--- src/rtl/ps2_move_arbiter.sv ---
// PS/2 arrow-key decoder with last-pressed-wins arbitration and rate-limited
// movement step pulses for the winning direction.
module ps2_move_arbiter #(
    parameter int STEP_CYCLES   = 833333,
    parameter int CNT_W         = 20,
    parameter bit ACCEPT_NUMPAD = 1'b1
) (
    input  logic       clk,
    input  logic       reset,
    input  logic       rx_done_tick,
    input  logic [7:0] rx_data,
    input  logic       enable,
    output logic [3:0] dir,
    output logic       step,
    output logic [3:0] held
);

    localparam logic [7:0] CODE_EXT   = 8'hE0;
    localparam logic [7:0] CODE_BRK   = 8'hF0;
    localparam logic [7:0] CODE_RESET = 8'hAA;
    localparam logic [3:0] DIR_STOP   = 4'd5;
    localparam logic [CNT_W-1:0] RELOAD = CNT_W'(STEP_CYCLES - 1);

    typedef enum logic [1:0] {IDLE, EXT, BRK, EXT_BRK} state_t;

    state_t           state_q, state_n;
    logic [1:0]       list_q [4];
    logic [1:0]       list_n [4];
    logic [2:0]       count_q, count_n;
    logic [3:0]       held_q, held_n;
    logic [3:0]       dir_q, dir_n;
    logic             step_q, step_n;
    logic [CNT_W-1:0] cnt_q, cnt_n;

    logic             is_arrow;
    logic [1:0]       key;
    logic             do_make, do_break, shifted;

    // Key id doubles as (dir code - 1): left, right, down, up.
    always_comb begin
        is_arrow = 1'b1;
        key      = 2'd0;
        case (rx_data)
            8'h6B:   key = 2'd0;
            8'h74:   key = 2'd1;
            8'h72:   key = 2'd2;
            8'h75:   key = 2'd3;
            default: is_arrow = 1'b0;
        endcase
    end

    always_comb begin
        state_n  = state_q;
        list_n   = list_q;
        count_n  = count_q;
        held_n   = held_q;
        do_make  = 1'b0;
        do_break = 1'b0;
        shifted  = 1'b0;

        if (rx_done_tick) begin
            if (rx_data == CODE_RESET) begin
                state_n = IDLE;
                count_n = 3'd0;
                held_n  = 4'd0;
            end else begin
                case (state_q)
                    IDLE: begin
                        if (rx_data == CODE_EXT)
                            state_n = EXT;
                        else if (rx_data == CODE_BRK)
                            state_n = BRK;
                        else if (is_arrow && ACCEPT_NUMPAD)
                            do_make = 1'b1;
                    end
                    EXT: begin
                        if (rx_data == CODE_BRK) begin
                            state_n = EXT_BRK;
                        end else if (rx_data != CODE_EXT) begin
                            do_make = is_arrow;
                            state_n = IDLE;
                        end
                    end
                    BRK: begin
                        do_break = is_arrow && ACCEPT_NUMPAD;
                        state_n  = IDLE;
                    end
                    default: begin
                        do_break = is_arrow;
                        state_n  = IDLE;
                    end
                endcase
            end
        end

        // Typematic repeats and breaks of unheld keys fall through untouched.
        if (do_make && !held_q[key]) begin
            list_n[0] = key;
            for (int i = 1; i < 4; i++)
                list_n[i] = list_q[i-1];
            count_n     = count_q + 3'd1;
            held_n[key] = 1'b1;
        end

        if (do_break && held_q[key]) begin
            for (int i = 0; i < 3; i++) begin
                if (list_q[i] == key && i < int'(count_q))
                    shifted = 1'b1;
                if (shifted)
                    list_n[i] = list_q[i+1];
            end
            count_n     = count_q - 3'd1;
            held_n[key] = 1'b0;
        end
    end

    // Any change to a new non-stop direction restarts the step phase.
    always_comb begin
        dir_n  = (enable && count_n != 3'd0) ? ({2'b00, list_n[0]} + 4'd1) : DIR_STOP;
        step_n = 1'b0;
        cnt_n  = '0;
        if (dir_n != DIR_STOP) begin
            if (dir_n != dir_q || cnt_q == '0) begin
                step_n = 1'b1;
                cnt_n  = RELOAD;
            end else begin
                cnt_n  = cnt_q - 1'b1;
            end
        end
    end

    always_ff @(posedge clk) begin
        if (reset) begin
            state_q <= IDLE;
            for (int i = 0; i < 4; i++)
                list_q[i] <= 2'd0;
            count_q <= 3'd0;
            held_q  <= 4'd0;
            dir_q   <= DIR_STOP;
            step_q  <= 1'b0;
            cnt_q   <= '0;
        end else begin
            state_q <= state_n;
            list_q  <= list_n;
            count_q <= count_n;
            held_q  <= held_n;
            dir_q   <= dir_n;
            step_q  <= step_n;
            cnt_q   <= cnt_n;
        end
    end

    assign dir  = dir_q;
    assign step = step_q;
    assign held = held_q;

endmodule

--- config.mk ---
export PLATFORM = sky130hd
export DESIGN_NAME = ps2_move_arbiter
export DESIGN_NICKNAME = d
export VERILOG_FILES = /design/src/rtl/ps2_move_arbiter.sv
export SDC_FILE = /design/constraint.sdc
export NUM_CORES = 1
export LEC_CHECK = 0
export ABC_AREA = 0
export BUFFER_PORTS_ARGS = -buffer_cell sky130_fd_sc_hd__buf_2
export CAP_MARGIN = 20
export CELL_PAD_IN_SITES_DETAIL_PLACEMENT = 1
export CELL_PAD_IN_SITES_GLOBAL_PLACEMENT = 1
export CORE_ASPECT_RATIO = 1.75
export CORE_MARGIN = 5
export CORE_UTILIZATION = 40
export CTS_CLUSTER_SIZE = 8
export DETAILED_ROUTE_END_ITERATION = 6
export GPL_ROUTABILITY_DRIVEN = 0
export HOLD_SLACK_MARGIN = 0.15
export PLACE_DENSITY = 0.86
export SLEW_MARGIN = 40
export SYNTH_ARGS = -nofsm -noshare
export SYNTH_HDL_FRONTEND = slang
export SYNTH_SLANG_ARGS = --single-unit
--- constraint.sdc ---
create_clock -name clk -period 3.55 [get_ports clk]
set_input_delay 0.8875 -clock clk [delete_from_list [all_inputs] [get_ports clk]]
set_output_delay 0.8875 -clock clk [all_outputs]
set_load 0.005 [all_outputs]
==> metrics.md, run 1 <==
| Metric | Value |
|---|---|
| Outcome | complete, no violations |
| GRT overflow | 0 |
| Layout cell share with drive strength beyond 1 | 30.7% |
| Hold_buf cts | 0 |
| Clock root buffer | clkbuf_8 |
| Dpl ws | -0.301 ns |
| Seq. cell area | 801 um2 |
| Final ANT Viol Nets | 0 |
| Tmin final | 3.48 ns |
| Largest area contributor in the netlist | dfxtp_1 |
| Crit path buf inv count | 2 |
| Leakage | 1.29 nW |
| Diodes inserted | 0 |
| Synth top area cells | dfxtp_1, nor2_1, a21boi_2 |
| CP max FO | 6 |
| CTS Buffer Depth | 2 |
| 1st-iter DRT viols | 90 |
| #FFs+latches synth | 40 |
| Least-Margin Pin Slew | 0.547 ns |
| Via count | 2363 |
| Largest net degree at the start of global routing | 21 |
| Clk sinks | 40 |
| Vias in the first global route | 2508 |
| Worst-Skew Late Latency | 0.29 ns |
| Top-area cell type share of the netlist area | 33.8% |
| Die W | 68.2 um |
| Synth warn | 0 |
| Seq/Total Area, Yosys | 33.8% |
| Yosys cell types | 63 |
| Worst Setup Start Kind | input port |
| First-pass GRT wire length | 11600 um |
| Crit path kind | in -> reg |
| Worst path arrival time | 3.66 ns |
| Crit-path leading delay family | compound AO/OA/AOI/OAI gates |
| Post-synthesis cell count | 278 |
| PD cells | 294 nW/um2 |
| Syn_nets | 296 |
| GRT Total Usage | 19.8% |
| Synth Flop Type | dfxtp_1 |
| Wire per inst | 18.1 um |
| Final Hold Fails | 0 |
| Period Utilization, post-route | 98.0% |
| Max Slew Vio Count | 0 |
| Required time of the critical path | 3.73 ns |
| Post-synthesis area per instance | 8.52 um2 |
| Post-layout nets | 352 |
| Hold_ws | 0.463 ns |
| FP Rows | 37 |
| GRT met1 Usage | 18.5% |
| Met3 Track Usage GR | 2.52% |
| Number of synthesized flops with an enable pin | 0 |
| Filler Cell Count | 718 |
| Multi-input logic area | 1610 um2 |
| Commonest cells after routing, fill and taps aside | dfxtp_1, buf_4, nor2_1 |
| Post-layout util | 51.9% |
| Power Total | 0.889 mW |
| Post-synth ARST share | 0% |
| Starting Density | 40.6% |
| Met2 track demand over resource | 39.2% |
| Area grow syn2layout | 27.8% |
| TritonCTS clock tree | done |
| Setup tns final | 0 ns |
| CORE AREA | 5830 um2 |
| Final setup violation count | 0 |
| GRT busiest layer | met2 |
| Worst min-delay path class | reg -> reg |
| Clk pin slew, worst setup/hold paths | 0.08 ns |
| Crit-path cells | buf_2 -> and2b_2 -> o211ai_1 -> nand2_2 -> buf_4 -> a22oi_2 -> nor2_1 -> ha_2 -> xor2_1 -> or4_4 -> a21oi_4 -> o21a_4 -> a21boi_2 |
| Initial antenna violation count | 0 |
| DIE AREA | 7620 um2 |
| Mapped Area | 2370 um2 |
| Max Clock Freq | 287 MHz |
| Commonest non-fill, non-tap cell in the layout | dfxtp_1 |
| DR pass1 iterations | 5 |
| Slowest stage cell, crit path | or4_4 |
| CTS buffer count | 5 |
| Die height | 112 um |
| Worst clock skew | 0.00680 ns |
| Post-Layout Cell Count | 413 |
| Port Buffers | 19 |
| Final WL | 7480 um |
| Cell Area, Placed | 2790 um2 |
| Final Cell Area | 3030 um2 |
| Dpl hpwl | 5570 um |
| H-Tree Depth | 2 |
| DR DRC count | 0 |
| DR vias/cell | 5.72 |
| Setup crit end kind | flip-flop |
| Crit-path max cell delay | 0.44 ns |
| Setup WS post-layout | 0.0717 ns |
| Worst VDD drop | 0.202 mV |
| Max Cap Viol | 0 |
| Slew HR | 63.1% |
| Placed Cells | 398 |
| Io pins | 21 |
-- worst register-to-register path, stage by stage (launching register included) --
cell and delay, ns:
dfxtp_1 0.40, o311ai_0 0.56, o2bb2ai_2 0.17, a22o_1 0.22, a22oi_2 0.19, nor2_1 0.08
ha_2 0.20, xor2_1 0.17, or4_4 0.44, a21oi_4 0.26, o21a_4 0.25, a21boi_2 0.07
-- synth_stat cells (3+ instances only) --
cell type,number
nand4_1,3
and3_1,4
inv_1,7
dfxtp_1,40
or3_1,5
a32oi_1,4
a211oi_1,3
xnor2_1,11
nand3_1,9
o21ai_0,4
xor2_1,12
nand2_1,29
and2_1,3
or4_1,5
a21oi_1,21
nor3_1,7
nor2_1,33
ha_1,6
clkbuf_1,4
a21boi_2,10
a22oi_1,3
nor2b_1,5
-- logic make-up (layout without fill, tap and decap cells) --
family / Yosys count / after routing / synth area share, %
AND/OR/NAND/NOR: 120 / 120 / 26.5
AO/OA/AOI/OAI: 72 / 73 / 24.1
flip-flops: 40 / 40 / 33.8
XOR/XNOR: 23 / 23 / 8.50
buffers and inverters: 15 / 71 / 3.17
adder cells (fa/ha/maj): 6 / 6 / 3.17
other: 1 / 1 / 0.158
multiplexers: 1 / 1 / 0.634
-- sequential cells by signal, indices dropped and copies added, names as in the netlist --
name and count:
cnt_q 20, count_q 3, dir 3, held 4, list_q 8, state_q 1, step 1
-- final timing paths --
path                            slack, ns        from         to  cells past startpoint
worst min-delay path                 0.46   list_q[1]  list_q[1]                      2
worst min register to register       0.46   list_q[1]  list_q[1]                      2
worst max register to register       0.44  count_q[0]   cnt_q[9]                     11
worst max-delay path                 0.07  rx_data[2]   cnt_q[9]                     13
-- layout make-up --
class | instances | area share (%)
Multi-Input combinational cell | 224 | 53.2
Sequential cell | 40 | 26.5
Timing Repair Buffer | 56 | 12.7
Tap cell | 78 | 3.22
Clock buffer | 6 | 2.40
Clock inverter | 2 | 1.16
Inverter | 7 | 0.868
-- per-layer routing --
| metal | vias to the layer above | share of wire (%) |
|---|---|---|
| li1 | 1115 | - |
| met2 | 61 | 59 |
| met4 | 0 | 4.4 |
| met5 | - | 0 |
| met1 | 1162 | 34 |
| met3 | 25 | 2.7 |
-- repair_timing --
item                                    4_1_cts  5_1_grt
buffers inserted                              0        6
gates resized for setup                       0       19
pin swaps                                     2       11
cloned                                        0        1
endpoints found under the setup margin       13       21
-- power breakdown --
group / total (mW) / switching, mW / internal [mW]
Clock: 0.372 / 0.163 / 0.209
Combinational: 0.0669 / 0.0366 / 0.0303
Sequential: 0.450 / 0.00109 / 0.449
Total: 0.889 / 0.201 / 0.688
(Power assumes the default switching activity.)
==> inputs of run 2 (changes only) <==
--- a/config.mk
+++ b/config.mk
@@ -14,5 +14,5 @@
 export CORE_MARGIN = 5
 export CORE_UTILIZATION = 40
-export CTS_CLUSTER_SIZE = 8
+export CTS_CLUSTER_SIZE = 12
 export DETAILED_ROUTE_END_ITERATION = 6
 export GPL_ROUTABILITY_DRIVEN = 0
==> constraint.sdc (replaced) <==
create_clock -name clk -period 3.55 [get_ports clk]
set_input_delay 0.71 -clock clk [delete_from_list [all_inputs] [get_ports clk]]
set_output_delay 0.71 -clock clk [all_outputs]
set_load 0.005 [all_outputs]
==> run 2 against run 1 <==
  * Largest power group unchanged
  * Fmax rose by 3.4%
  * Final cell count fell by 3.9%
  * Largest cell class unchanged
  * Sequential cell count did not move
  * Critical path type unchanged
  * Routed wire length fell by 6.4%
  * Critical endpoint is now cnt_q[18]
  * Core utilization fell by 3.3 points
  * Highest routed layer unchanged
  * Hold slack improved by 0.0012 ns
  * Power fell by 0.89%
==> metrics.md, run 2 (synthesized netlist as in run 1, its figures left out) <==
| Metric | Value |
|---|---|
| Outcome | complete, no violations |
| Starting Density | 40.6% (unchanged) |
| CORE AREA | 5830 um2 (unchanged) |
| Worst-Skew Late Latency | 0.29 ns (about the same) |
| Hold Path Stages | 2 (unchanged) |
| Tmin final | 3.36 ns (-0.116 ns) |
| CTS buffer count | 5 (unchanged) |
| Final Cell Area | 2840 um2 (-6.3%) |
| Setup tns final | 0 ns (unchanged) |
| Critical register-to-register path startpoint | held[1] |
| Max Slew Vio Count | 0 (unchanged) |
| Leakage | 1.20 nW (-7.4%) |
| DIE AREA | 7620 um2 (unchanged) |
| Setup crit end kind | flip-flop |
| TritonCTS clock tree | done |
| Crit-path max cell delay | 0.42 ns (-0.02 ns) |
| Hold_ws | 0.464 ns (+0.00122 ns) |
| Cell Area, Placed | 2720 um2 (-2.4%) |
| Placed Cells | 389 (-2.3%) |
| R2R setup slack | 0.48 ns (+0.04 ns) |
| Vias in the first global route | 2495 (-0.52%) |
| Clk sinks | 40 (unchanged) |
| Post-layout util | 48.6% (-3.3 points) |
| Via count | 2274 (-3.8%) |
| R2R depth | 12 (+1) |
| Commonest non-fill, non-tap cell in the layout | dfxtp_1 |
| First-pass GRT wire length | 11800 um (+1.9%) |
| Layout cell share with drive strength beyond 1 | 24.8% (-6.0 points) |
| Filler Cell Count | 729 (+1.5%) |
| Final Hold Fails | 0 (unchanged) |
| Final ANT Viol Nets | 0 (unchanged) |
| Period Utilization, post-route | 94.7% (-3.3 points) |
| Crit-path leading delay family | compound AO/OA/AOI/OAI gates |
| Worst min-delay path class | reg -> reg |
| GRT overflow | 0 (unchanged) |
| Unrepaired setup endpoints after global routing | false |
| Worst clock skew | 0.00869 ns (+0.00189 ns) |
| FP Rows | 37 (unchanged) |
| Worst path arrival time | 3.54 ns (-0.12 ns) |
| Worst Setup Start Kind | input port |
| DR pass1 iterations | 4 (-1) |
| Power Total | 0.881 mW (-0.89%) |
| Die W | 68.2 um (unchanged) |
| Largest net degree at the start of global routing | 21 (unchanged) |
| Crit path buf inv count | 1 (-1) |
| Final WL | 7000 um (-6.4%) |
| DR vias/cell | 5.73 (+0.11%) |
| Die height | 112 um (unchanged) |
| Dpl ws | -0.107 ns (+0.195 ns) |
| Required time of the critical path | 3.73 ns (about the same) |
| Dpl hpwl | 5570 um (-0.16%) |
| H-Tree Depth | 2 (unchanged) |
| Wire per inst | 17.6 um (-2.7%) |
| Crit path kind | in -> reg |
| Post-layout nets | 336 (-4.5%) |
| Area grow syn2layout | 19.8% |
| PD cells | 311 nW/um2 (+5.8%) |
| Clock root buffer | clkbuf_8 |
| Initial antenna violation count | 0 (unchanged) |
| GRT Total Usage | 20.2% (+0.43 points) |
| Hold_buf cts | 0 (unchanged) |
| Commonest cells after routing, fill and taps aside | dfxtp_1, nor2_1, nand2_1 |
| Hold_sp | list_q[1] |
| Max reg flops | 20 (unchanged) |
| Worst VDD drop | 0.167 mV (-17%) |
| 1st-iter DRT viols | 84 (-6.7%) |
| Crit-path cells | buf_2 -> mux2_4 -> a22o_4 -> a32o_2 -> a22o_1 -> a22oi_2 -> nor2_1 -> ha_2 -> xor2_1 -> or4_1 -> a21oi_2 -> o21a_4 -> a21boi_1 |
| Setup WS post-layout | 0.188 ns (+0.116 ns) |
| Port Buffers | 19 (unchanged) |
| Post-Layout Cell Count | 397 (-3.9%) |
| Io pins | 21 (unchanged) |
| CP max FO | 12 (+6) |
| Max Cap Viol | 0 (unchanged) |
| Max Clock Freq | 297 MHz (+3.4%) |
| Min-Delay Endpoint | list_q[1] |
| Top reg by flops | cnt_q |
| Clk pin slew, worst setup/hold paths | 0.08 ns (about the same) |
| Slowest stage cell, crit path | or4_1 |
| DR DRC count | 0 (unchanged) |
| CTS Buffer Depth | 2 (unchanged) |
| Final setup violation count | 0 (unchanged) |
| RR Endpoint | cnt_q[18] |
| Diodes inserted | 0 (unchanged) |
run 2: cell types whose count changed in the layout (fill, tap and decap cells not counted), sizes merged:
| cell | previous run | this run |
|---|---|---|
| o21a | 3 | 2 |
| clkinvlp | 0 | 1 |
| clkbuf | 6 | 5 |
| buf | 56 | 41 |
run 2: power breakdown:
group / switching (mW) / internal [mW] / leakage (nW) / total, mW
Clock: 0.166 / 0.208 / 0.0541 / 0.374
Sequential: 0.00107 / 0.449 / 0.322 / 0.450
Combinational: 0.0332 / 0.0238 / 0.822 / 0.0570
Total: 0.200 / 0.681 / 1.20 / 0.881
run 2: repair_timing:
action                     4_1_cts  5_1_grt
setup endpoints to repair        0       19
buffers inserted                 0        0
resized for setup                0        2
run 2: how the worst max path moves through the flow:
stage	from	endpoint	slack, ns	cells past startpoint
2_1_floorplan	rx_data[0]	cnt_q[10]	0.01	14
3_3_place_gp	rx_data[1]	cnt_q[18]	0.009	14
3_5_place_dp	rx_data[1]	cnt_q[18]	-0.11	14
4_1_cts	rx_data[1]	cnt_q[18]	0.18	14
5_1_grt	rx_data[1]	cnt_q[18]	0.007	14
6_report	rx_data[0]	cnt_q[18]	0.19	13
run 2: final cells by class:
class	count	area, um2	share of cell area (%)
multi-input cells	223	1540	54.3
clock buffers	5	68.8	2.43
clock inverters	3	42.5	1.50
repair buffers	41	260	9.18
inverters	7	26.3	0.926
flip-flops and latches	40	801	28.2
well taps	78	97.6	3.44
run 2: per-layer routing:
layer / GRT usage, % / vias to the layer above / part of all wire (%)
met3: 2.93 / 29 / 2.2
met1: 18.7 / 1112 / 34
met2: 39.6 / 46 / 59
met4: 10.1 / 0 / 4.7
li1: - / 1087 / -
met5: 0 / - / 0
run 2: worst reg2reg max path: stages (launching register included):
cell and delay [ns]:
dfxtp_1 0.33, mux2_4 0.28, a22o_4 0.24, a32o_2 0.24
a22o_1 0.21, a22oi_2 0.20, nor2_1 0.10, ha_2 0.20
xor2_1 0.15, or4_1 0.42, a21oi_2 0.21, o21a_4 0.27
a21boi_1 0.11
==> inputs of run 3 (changes only) <==
Settings changed: CORE_UTILIZATION 40 to 48, PLACE_DENSITY 0.86 to 0.95.
Clock period 3.55 ns to 4 ns, I/O delays scaled along.
==> run 3 against run 2 <==
  * Critical path depth did not move
  * First-iteration DRC count rose by 14%
  * Routed wire length fell by 8.1%
  * Setup slack improved by 0.11 ns
  * Hold slack got worse by 0.0024 ns
  * Non-clock buffer count fell by 17
  * Final cell count fell by 10%
  * Count of clock-buffer cells in the layout did not move
==> metrics.md, run 3 (synthesized netlist as in run 1, its figures left out) <==
| Metric | Value |
|---|---|
| H-Tree Depth | 2 (unchanged) |
| DR DRC count | 0 (unchanged) |
| Die W | 63.1 um (-7.4%) |
| Diodes inserted | 0 (unchanged) |
| Setup crit end kind | flip-flop |
| DR vias/cell | 6.17 (+7.7%) |
| Worst-Skew Late Latency | 0.29 ns (about the same) |
| DIE AREA | 6490 um2 (-15%) |
| Worst setup path end | cnt_q[6] |
| PD cells | 273 nW/um2 (-12%) |
| GRT overflow | 0 (unchanged) |
| Clk pin slew, worst setup/hold paths | 0.08 ns (about the same) |
| Period Utilization, post-route | 92.6% |
| Least-Margin Pin Slew | 0.513 ns |
| R2R depth | 12 (unchanged) |
| Via count | 2196 (-3.4%) |
| Worst min-delay path class | reg -> reg |
| 1st-iter DRT viols | 96 (+14%) |
| Io pins | 21 (unchanged) |
| Slew HR | 65.7% |
| Leakage | 1.10 nW (-8.6%) |
| Clock root buffer | clkbuf_8 |
| CP max FO | 9 (-3) |
| Top reg by flops | cnt_q |
| First-pass GRT wire length | 10900 um (-7.5%) |
| RR Endpoint | cnt_q[6] |
| Worst path arrival time | 3.92 ns (+0.38 ns) |
| GRT Total Usage | 21.0% (+0.76 points) |
| Max Clock Freq | 270 MHz |
| Die height | 103 um (-7.9%) |
| Required time of the critical path | 4.21 ns (+0.48 ns) |
| R2R setup slack | 0.71 ns (+0.23 ns) |
| TritonCTS clock tree | done |
| Clk sinks | 40 (unchanged) |
| Vias in the first global route | 2439 (-2.2%) |
| Unrepaired setup endpoints after global routing | false |
| CORE AREA | 4890 um2 (-16%) |
| Commonest non-fill, non-tap cell in the layout | dfxtp_1 |
| Tmin final | 3.71 ns |
| Final setup violation count | 0 (unchanged) |
| Final WL | 6430 um (-8.1%) |
| Outcome | complete, no violations |
| Final Cell Area | 2620 um2 (-7.6%) |
| Starting Density | 48.4% (+7.8 points) |
| Worst Setup Start Kind | input port |
| FP Rows | 34 (-8.1%) |
| Layout cell share with drive strength beyond 1 | 18.5% (-6.2 points) |
| Setup tns final | 0 ns (unchanged) |
| Critical path launch point | rx_data[1] |
| Max Cap Viol | 0 (unchanged) |
| Port Buffers | 19 (unchanged) |
| Post-layout nets | 319 (-5.1%) |
| CTS buffer count | 5 (unchanged) |
| Largest net degree at the start of global routing | 21 (unchanged) |
| Worst VDD drop | 0.247 mV (+48%) |
| Hold_sp | list_q[0] |
| Cell Area, Placed | 2520 um2 (-7.3%) |
| Max Slew Vio Count | 0 (unchanged) |
| Worst clock skew | 0.00639 ns (-0.00230 ns) |
| Final ANT Viol Nets | 0 (unchanged) |
| Critical register-to-register path startpoint | count_q[0] |
| Final Hold Fails | 0 (unchanged) |
| Wire per inst | 18.1 um (+2.4%) |
| CTS Buffer Depth | 2 (unchanged) |
| Area grow syn2layout | 10.7% |
| Crit path kind | in -> reg |
| DR pass1 iterations | 4 (unchanged) |
| Dpl hpwl | 5030 um (-9.6%) |
| Filler Cell Count | 607 (-17%) |
| Initial antenna violation count | 0 (unchanged) |
| Max reg flops | 20 (unchanged) |
| Commonest cells after routing, fill and taps aside | dfxtp_1, nor2_1, nand2_1 |
| Post-CTS setup buffer count | 0 (unchanged) |
==> run 3: cell type report <==
cell class,instances,area (um2),share of cell area [%]
Multi-Input combinational cell,223,1510,57.5
Tap cell,54,67.6,2.58
Inverter,7,26.3,1.00
Clock inverter,3,18.8,0.716
Timing Repair Buffer,24,133,5.06
Clock buffer,5,68.8,2.63
Sequential cell,40,801,30.5
==> run 3: worst min path at each step <==
stage / end / slack, ns / cells past startpoint
after floorplan: cnt_q[0] / 0.43 / 1
after global placement: list_q[1] / 0.44 / 2
after detailed placement: list_q[0] / 0.45 / 2
after CTS: list_q[0] / 0.47 / 2
after global routing: list_q[1] / 0.49 / 2
final: list_q[0] / 0.46 / 2
==> run 3: where the power goes <==
group	internal [mW]	switching, mW
Clock	0.122	0.151
Sequential	0.398	0.000896
Combinational	0.0172	0.0269
==> run 3: timing repair <==
| item | 4_1_cts | 5_1_grt |
|---|---|---|
| hold buffers | 0 | 0 |
| setup endpoints to repair | 0 | 7 |
| resized for setup | 0 | 1 |
==> run 3: per-stage QoR <==
step	utilization, %	power [mW]	setup slack (ns)	hold WS [ns]	std cells
final	53.6	0.717	0.295	0.462	356
after global routing	53.6	0.747	0.0138	0.493	356
after CTS	53.3	0.726	0.250	0.465	356
after detailed placement	51.5	0.452	-0.0249	0.453	348
after global placement	51.5	0.451	0.116	0.443	348
after floorplan	-	0.439	0.261	0.425	278
==> run 3: per-layer routing <==
metal	GRT usage, %	wire, um	vias to the layer above
li1	-	-	1052
met1	18.9	2240	1068
met2	43.3	3730	53
met3	2.84	162	23
met4	11.6	299	0
met5	0	0	-
==> run 3: critical path, stage by stage <==
cell	delay [ns]
buf_2	0.11
and2b_1	0.26
o211ai_2	0.37
a32o_1	0.34
nand3_1	0.16
nor2_1	0.29
nor2_1	0.10
ha_1	0.26
xor2_1	0.17
or4_1	0.42
a21oi_2	0.20
o211ai_2	0.22
a21oi_1	0.21
